File: src/rtl/instruction_sequencer.sv
// Program store and instruction issuer for the 8-bit processor; optional Done timeout via SEQ_TIMEOUT_EN.
// One issue cycle per instruction, next issue right after Done; waits on Done indefinitely unless the timeout is built in.
module instruction_sequencer #(
  parameter int          ADDR_W  = 4,
  parameter logic [2:0]  HALT_OP = 3'b111,
  parameter int          TIMEOUT = 15
) (
  input  logic              Clk,
  input  logic              Resetn,
  input  logic              Start,
  input  logic              LoadEn,
  input  logic [ADDR_W-1:0] LoadAddr,
  input  logic [7:0]        LoadData,
  input  logic              Done,
  output logic [7:0]        DIN,
  output logic              Run,
  output logic [ADDR_W-1:0] PC,
  output logic              Busy,
  output logic              Halted,
  output logic              Err,
  output logic [7:0]        InstrCount
);

  localparam int         DEPTH  = 1 << ADDR_W;
  localparam logic [2:0] OP_MVI = 3'b001;

  typedef enum logic [2:0] {
    S_IDLE,
    S_ISSUE,
    S_IMM,
    S_WAIT,
    S_HALT
`ifdef SEQ_TIMEOUT_EN
    , S_ERR
`endif
  } state_t;

  state_t            state;
  logic [7:0]        mem [DEPTH];
  logic              pc_last;
  logic              idle_like;
  logic              load_ok;
  logic              pc_max;
  logic [ADDR_W-1:0] pc_inc;
  logic              go_issue;
  logic [ADDR_W-1:0] issue_addr;
  logic [7:0]        issue_word;
  logic              issue_halt;

`ifdef SEQ_TIMEOUT_EN
  localparam int TW = $clog2(TIMEOUT + 1);
  logic [TW-1:0] tmo_cnt;
  assign idle_like = (state == S_IDLE) || (state == S_HALT) || (state == S_ERR);
`else
  assign idle_like = (state == S_IDLE) || (state == S_HALT);
  // No timeout hardware in this build; the expression is constant low.
  assign Err = (TIMEOUT < 0);
`endif

  assign load_ok = LoadEn && idle_like;
  assign pc_max  = &PC;
  assign pc_inc  = PC + ADDR_W'(1);

  always_ff @(posedge Clk) begin
    if (load_ok)
      mem[LoadAddr] <= LoadData;
  end

  // Outputs are registered, so the word for the next ISSUE is looked up one cycle
  // early; a same-cycle load is forwarded and a halt opcode goes straight to HALT.
  always_comb begin
    go_issue   = 1'b0;
    issue_addr = PC;
    case (state)
      S_ISSUE: ;
      S_IMM:   if (Done && !pc_max) begin
                 go_issue   = 1'b1;
                 issue_addr = pc_inc;
               end
      S_WAIT:  if (Done && !pc_last) go_issue = 1'b1;
      default: if (idle_like && Start) begin
                 go_issue   = 1'b1;
                 issue_addr = '0;
               end
    endcase
    issue_word = (load_ok && (LoadAddr == issue_addr)) ? LoadData : mem[issue_addr];
    issue_halt = (issue_word[6:4] == HALT_OP);
  end

  always_ff @(posedge Clk or negedge Resetn) begin
    if (!Resetn) begin
      state      <= S_IDLE;
      DIN        <= '0;
      Run        <= 1'b0;
      PC         <= '0;
      Busy       <= 1'b0;
      Halted     <= 1'b0;
      InstrCount <= '0;
      pc_last    <= 1'b0;
`ifdef SEQ_TIMEOUT_EN
      Err        <= 1'b0;
      tmo_cnt    <= '0;
`endif
    end else begin
      case (state)
        S_ISSUE: begin
          Run     <= 1'b0;
          pc_last <= pc_max;
          if (!pc_max) PC <= pc_inc;
`ifdef SEQ_TIMEOUT_EN
          tmo_cnt <= '0;
`endif
          if (DIN[6:4] == OP_MVI) begin
            state <= S_IMM;
            DIN   <= mem[pc_inc];
          end else begin
            state <= S_WAIT;
            DIN   <= '0;
          end
        end
        S_IMM, S_WAIT: begin
          if (Done) begin
            if (InstrCount != 8'hFF) InstrCount <= InstrCount + 8'd1;
            // End of memory reached: stop here unless go_issue takes over below.
            state  <= S_HALT;
            Halted <= 1'b1;
            Busy   <= 1'b0;
            DIN    <= '0;
          end
`ifdef SEQ_TIMEOUT_EN
          else if (tmo_cnt == TW'(TIMEOUT - 1)) begin
            state <= S_ERR;
            Err   <= 1'b1;
            Busy  <= 1'b0;
            DIN   <= '0;
          end else begin
            tmo_cnt <= tmo_cnt + TW'(1);
          end
`endif
        end
        default: begin
          if (Start) begin
            InstrCount <= '0;
`ifdef SEQ_TIMEOUT_EN
            Err        <= 1'b0;
`endif
          end
        end
      endcase

      if (go_issue) begin
        PC     <= issue_addr;
        Run    <= !issue_halt;
        Busy   <= !issue_halt;
        Halted <= issue_halt;
        DIN    <= issue_halt ? 8'h00 : issue_word;
        state  <= issue_halt ? S_HALT : S_ISSUE;
      end
    end
  end

endmodule

File: config.mk
export PLATFORM = sky130hd
export DESIGN_NAME = instruction_sequencer
export DESIGN_NICKNAME = d
export VERILOG_FILES = /design/src/rtl/instruction_sequencer.sv
export SDC_FILE = /design/constraint.sdc
export NUM_CORES = 1
export LEC_CHECK = 0
export CAP_MARGIN = 20
export CORE_UTILIZATION = 61
export CTS_CLUSTER_DIAMETER = 40
export DETAILED_ROUTE_END_ITERATION = 10
export GPL_TIMING_DRIVEN = 1
export PLACE_DENSITY = 0.89
export SLEW_MARGIN = 20
export SYNTH_ARGS = -nofsm -noshare
export SYNTH_HDL_FRONTEND = slang
export SYNTH_SLANG_ARGS = --single-unit
File: constraint.sdc
create_clock -name Clk -period 3.4 [get_ports Clk]
set_input_delay 0.85 -clock Clk [delete_from_list [all_inputs] [get_ports Clk]]
set_output_delay 0.85 -clock Clk [all_outputs]
set_load 0.005 [all_outputs]
# == Word-level counts from Yosys, hierarchy flattened ==
# Memory sizes are Yosys's and may differ from the RTL's.
# Cells that the tools add are included.
# word_totals
input_bits,17
memories,1
reg_bits,27
ramBits,128
wordCells,81
# memory_table
memory,words,word_bits,rd,rd_ports_with_merged_regs,write_ports,line_no,rtl
mem,16,8,2,0,1,39,logic [7:0] mem [DEPTH];
# op_classes
eq_ne,12
reduce_logical,22
addsub,2
mux,35
bitwise,1
# op_table
operator,n
$mux W8,8
$pmux W8 S2,2
$mux W4,5
$mux W1,14
$mux W3,3
$add A8 B1 Y8 const B,1
$ne A8 B8 Y1 const B,1
$pmux W4 S2,1
$reduce_and A4 Y1,2
$reduce_bool A2 Y1,4
$eq A3 B1 Y1 const B,2
$eq A3 B2 Y1 const B,2
$eq A3 B3 Y1 const B,2
$pmux W3 S2,1
$reduce_and A2 Y1,3
$logic_and A1 B1 Y1,5
$add A4 B1 Y4 const B,1
$eq A4 B4 Y1,1
$ne A2 B2 Y1 const B,2
$reduce_or A2 Y1,2
$logic_not A1 Y1,3
$logic_not A3 Y1,1
$ne A3 B3 Y1 const B,1
$pmux W1 S3,1
other kinds (4),4

# == Longest topological paths before layout ==
# logic_depth
ltp_word,11
mapped_depth,13

# == Worst setup path before layout ==
# No wires, ideal clock.
# synth_path
kind,input port to flip-flop
from,in Start
to,reg state[2]
arrival_ps,3056
cell_stages,9
setup_slack_ps,218
setup_time_ps,126
path_cell_list,or3b_1 > a32oi_2 > nand2_4 > mux2_1 > a221o_1 > a31oi_1 > o31a_1 > nor3_1 > a221o_1
# synth_between
elab_chain_cells,9
word_cells_on_any_way,15
# synth_lines
item,line_no,rtl
start: declaration,10,"input logic Start,"
$logic_and A1 B1 Y1 *,81,default: if (idle_like && Start) begin
branches (longest 8 deep; another with $mem_v2 Z16 W8),-,
end signal: assignment,157,state <= issue_halt ? S_HALT : S_ISSUE;
end: declaration,38,state_t state;
# Mark *: on every way between the ends.
# A chain may end at the register's enable or synchronous reset.

# == Worst setup path after layout ==
# layout_path
from,reg PC[0]
to,reg Halted
# layout_between
elab_chain_cells,10
word_cells_on_any_way,18
# layout_lines
item,line_no,rtl
start: declaration,17,"output logic [ADDR_W-1:0] PC,"
start signal: assignment,109,if (!pc_max) PC <= pc_inc;
start signal: assignment,152,PC <= issue_addr;
branches (longest 10 deep; another with $mem_v2 Z16 W8),-,
end signal: assignment,155,Halted <= issue_halt;
end: declaration,19,"output logic Halted,"
# Several ways; the timed one is not identified.

==> flow_summary.json <==
{
  "syn_nets": 719,
  "core_area_mm2": 0.0132,
  "clockRootBuffer": "clkbuf_16",
  "slew_viol_final": 0,
  "synthToLayoutAreaGrowth_pct": 21.6,
  "vias": 7016,
  "start_util": 0.628,
  "clk_pin_slew_ps": 70,
  "ir_worst_vdd_uv": 577,
  "fp-row-count": 42,
  "totalWireLength_um": 25000,
  "power_leakage_uw": 0.00364,
  "antenna_left": 0,
  "antennaDiodeCount": 0,
  "status": "complete, no violations",
  "fmax_ghz": 0.306,
  "detailedPlacementHpwl_um": 17200,
  "cts_tree": "built",
  "synth_area_leaders": "edfxtp_1, mux4_2, dfrtp_1, nand2_1, a32oi_1",
  "drtIter0Drc": 1142,
  "wl_per_cell_um": 25.2,
  "antenna_found_initial": 0,
  "yosys_warnings": 0,
  "grt_pass1_vias": 6704,
  "critPathCaptureType": "flip-flop",
  "whs_ps": 511,
  "start_kind": "flip-flop",
  "place_congestion": 0.986,
  "synth_cell_types": 72,
  "clk_latency_ps": 440,
  "layout.nets": 824,
  "viasPerCell": 7.07,
  "synth_commonest_cells": "edfxtp_1, nand2_1, nand3_1, mux4_2, nor2_1",
  "cp_data_arrival_time_ps": 3590,
  "place_ws_ps": -637,
  "grt_overflow": 0,
  "cts_max_level": 4,
  "grt_max_degree": 34,
  "worstPathMaxFanout": 9,
  "dieArea_mm2": 0.0141,
  "rsz0062_at_grt": "true",
  "cts-buffers-inserted": 17,
  "synth.cell_area_mm2": 0.00831,
  "drv_cap": 0,
  "ys_ff_latch": 155,
  "fin_crit_ps": 3270,
  "power_density_mw_per_mm2": 983,
  "synth_cells": 700,
  "drive_gt1_frac": 0.236,
  "worst_slack_ps": 132,
  "async_flop_share": 0.174,
  "yosys.area.top_type": "edfxtp_1",
  "die_x_um": 119,
  "finalSetupViolations": 0,
  "drcViolationCount": 0,
  "timing.setup.tns_ps": 0,
  "finClkSkew_ps": 9.23,
  "synth_area_per_cell_um2": 11.9,
  "max_slew.worst_pin.slew_ps": 938,
  "grt_pass1_wl_um": 38900,
  "min_path_type": "flip-flop to flip-flop",
  "fin_crit_sh": 0.961,
  "ys.flop_type": "edfxtp_1",
  "yosysTopAreaCellShare": 0.463,
  "synth_edf_count": 128,
  "grt_usage": 0.373,
  "clockBufferDepth": 2,
  "cts_hold_buffers": 0,
  "dr.pass1.iters": 6,
  "port_buffers": 39,
  "ys_seq_area_frac": 0.544,
  "max_slew_margin": 0.368,
  "clock-sinks": 155,
  "hold_viol": 0,
  "fp.dieH_um": 119,
  "io_pins": 41,
  "cp.required_ps": 3720,
  "path_class": "flip-flop to flip-flop",
  "fillers": 839
}
-- final cells by class --
cell class                 count  area, um2  share of cell area
clock buffer                  18        429              0.0425
tap                          176        220              0.0218
timing repair buffer         135       1180               0.117
multi-input combinational    490       3600               0.356
clock inverter                13        135              0.0134
inverter                       6       22.5             0.00223
sequential                   155       4520               0.447
-- repair_timing --
item                                    in CTS  in global routing
buffers inserted                             2                  2
cloned                                       0                  1
pin swaps                                    4                  6
gates resized for setup                      7                 14
endpoints found under the setup margin      13                 13
-- where the power goes --
part | switching [uW] | internal, uW | total (uW)
clock network | 803 | 1020 | 1830
registers | 165 | 2210 | 2380
logic | 3300 | 2430 | 5730
-- cells in the final DEF, fill, tap and decap left out, drive strengths merged, types with 5 or more instances in the layout --
| master | netlist | routed |
|---|---|---|
| a21oi | 19 | 19 |
| clkinv | 1 | 6 |
| nand3 | 33 | 33 |
| o31a | 7 | 7 |
| nor3 | 8 | 8 |
| clkdlybuf4s50 | 0 | 37 |
| dfrtp | 27 | 27 |
| mux2i | 15 | 15 |
| nand4 | 27 | 27 |
| nand3b | 8 | 8 |
| o211ai | 9 | 9 |
| o21ai | 32 | 32 |
| a32o | 6 | 6 |
| a211oi | 7 | 7 |
| mux4 | 32 | 32 |
| edfxtp | 128 | 128 |
| nor2 | 33 | 33 |
| xor2 | 5 | 5 |
| buf | 29 | 96 |
| a31oi | 14 | 14 |
| nand2 | 132 | 132 |
| xnor2 | 5 | 5 |
| clkbuf | 21 | 18 |
| a221oi | 5 | 5 |
| and3 | 10 | 10 |
| inv | 5 | 11 |
| a32oi | 21 | 21 |
-- kinds of logic after synthesis --
family	Yosys count	share of synthesized area
buffers and inverters	56	0.0331
adder cells (fa/ha/maj)	2	0.00301
XOR/XNOR	10	0.0105
AND/OR/NAND/NOR	272	0.159
flip-flops	155	0.544
multiplexers	51	0.111
AO/OA/AOI/OAI	153	0.139
other	1	0.000451
-- registers in the layout, indices dropped and copies added (netlist names) --
signal / cells
Run: 1
mem: 128
Halted: 1
InstrCount: 8
PC: 4
state: 3
Busy: 1
pc_last: 1
DIN: 8
-- final timing paths --
check | end | from | slack (ps) | cells past startpoint
min reg2reg | pc_last | pc_last | 510 | 2
max reg2reg | Halted | PC[0] | 130 | 13
max in group asynchronous | PC[0] | Resetn | 2310 | 2
max | Halted | PC[0] | 130 | 13
min | pc_last | pc_last | 510 | 2
min in group asynchronous | InstrCount[0] | Resetn | 800 | 2
-- routing by layer --
| metal | vias to the layer above | part of all wire | track usage |
|---|---|---|---|
| li1 | 2969 | - | - |
| met4 | 0 | 0.029 | 0.155 |
| met3 | 76 | 0.14 | 0.0936 |
| met5 | - | 0 | 0 |
| met2 | 619 | 0.46 | 0.557 |
| met1 | 3352 | 0.37 | 0.524 |
-- critical path, stage by stage, from the launching register on --
cell and delay, ps:
dfrtp_2 400, ha_1 270, and3_1 260, buf_4 190
o211ai_1 300, nand2_2 180, buf_4 200, a211oi_1 290
a211oi_2 80, nor4_2 360, a211o_1 250, o21ai_4 70
buf_12 190, o31a_1 100
-- stage by stage --
stage | cell area [um2] | utilization | std cells | total power (uW)
final | 10100 | 0.763 | 993 | 9940
after global routing | 10100 | 0.763 | 993 | 10300
after CTS | 10000 | 0.757 | 990 | 9660
after detailed placement | 9400 | 0.710 | 957 | 7690
after global placement | 9400 | 0.710 | 957 | 7580
after floorplan | 8310 | - | 700 | 5740
Power figures use the tool's default switching activity.
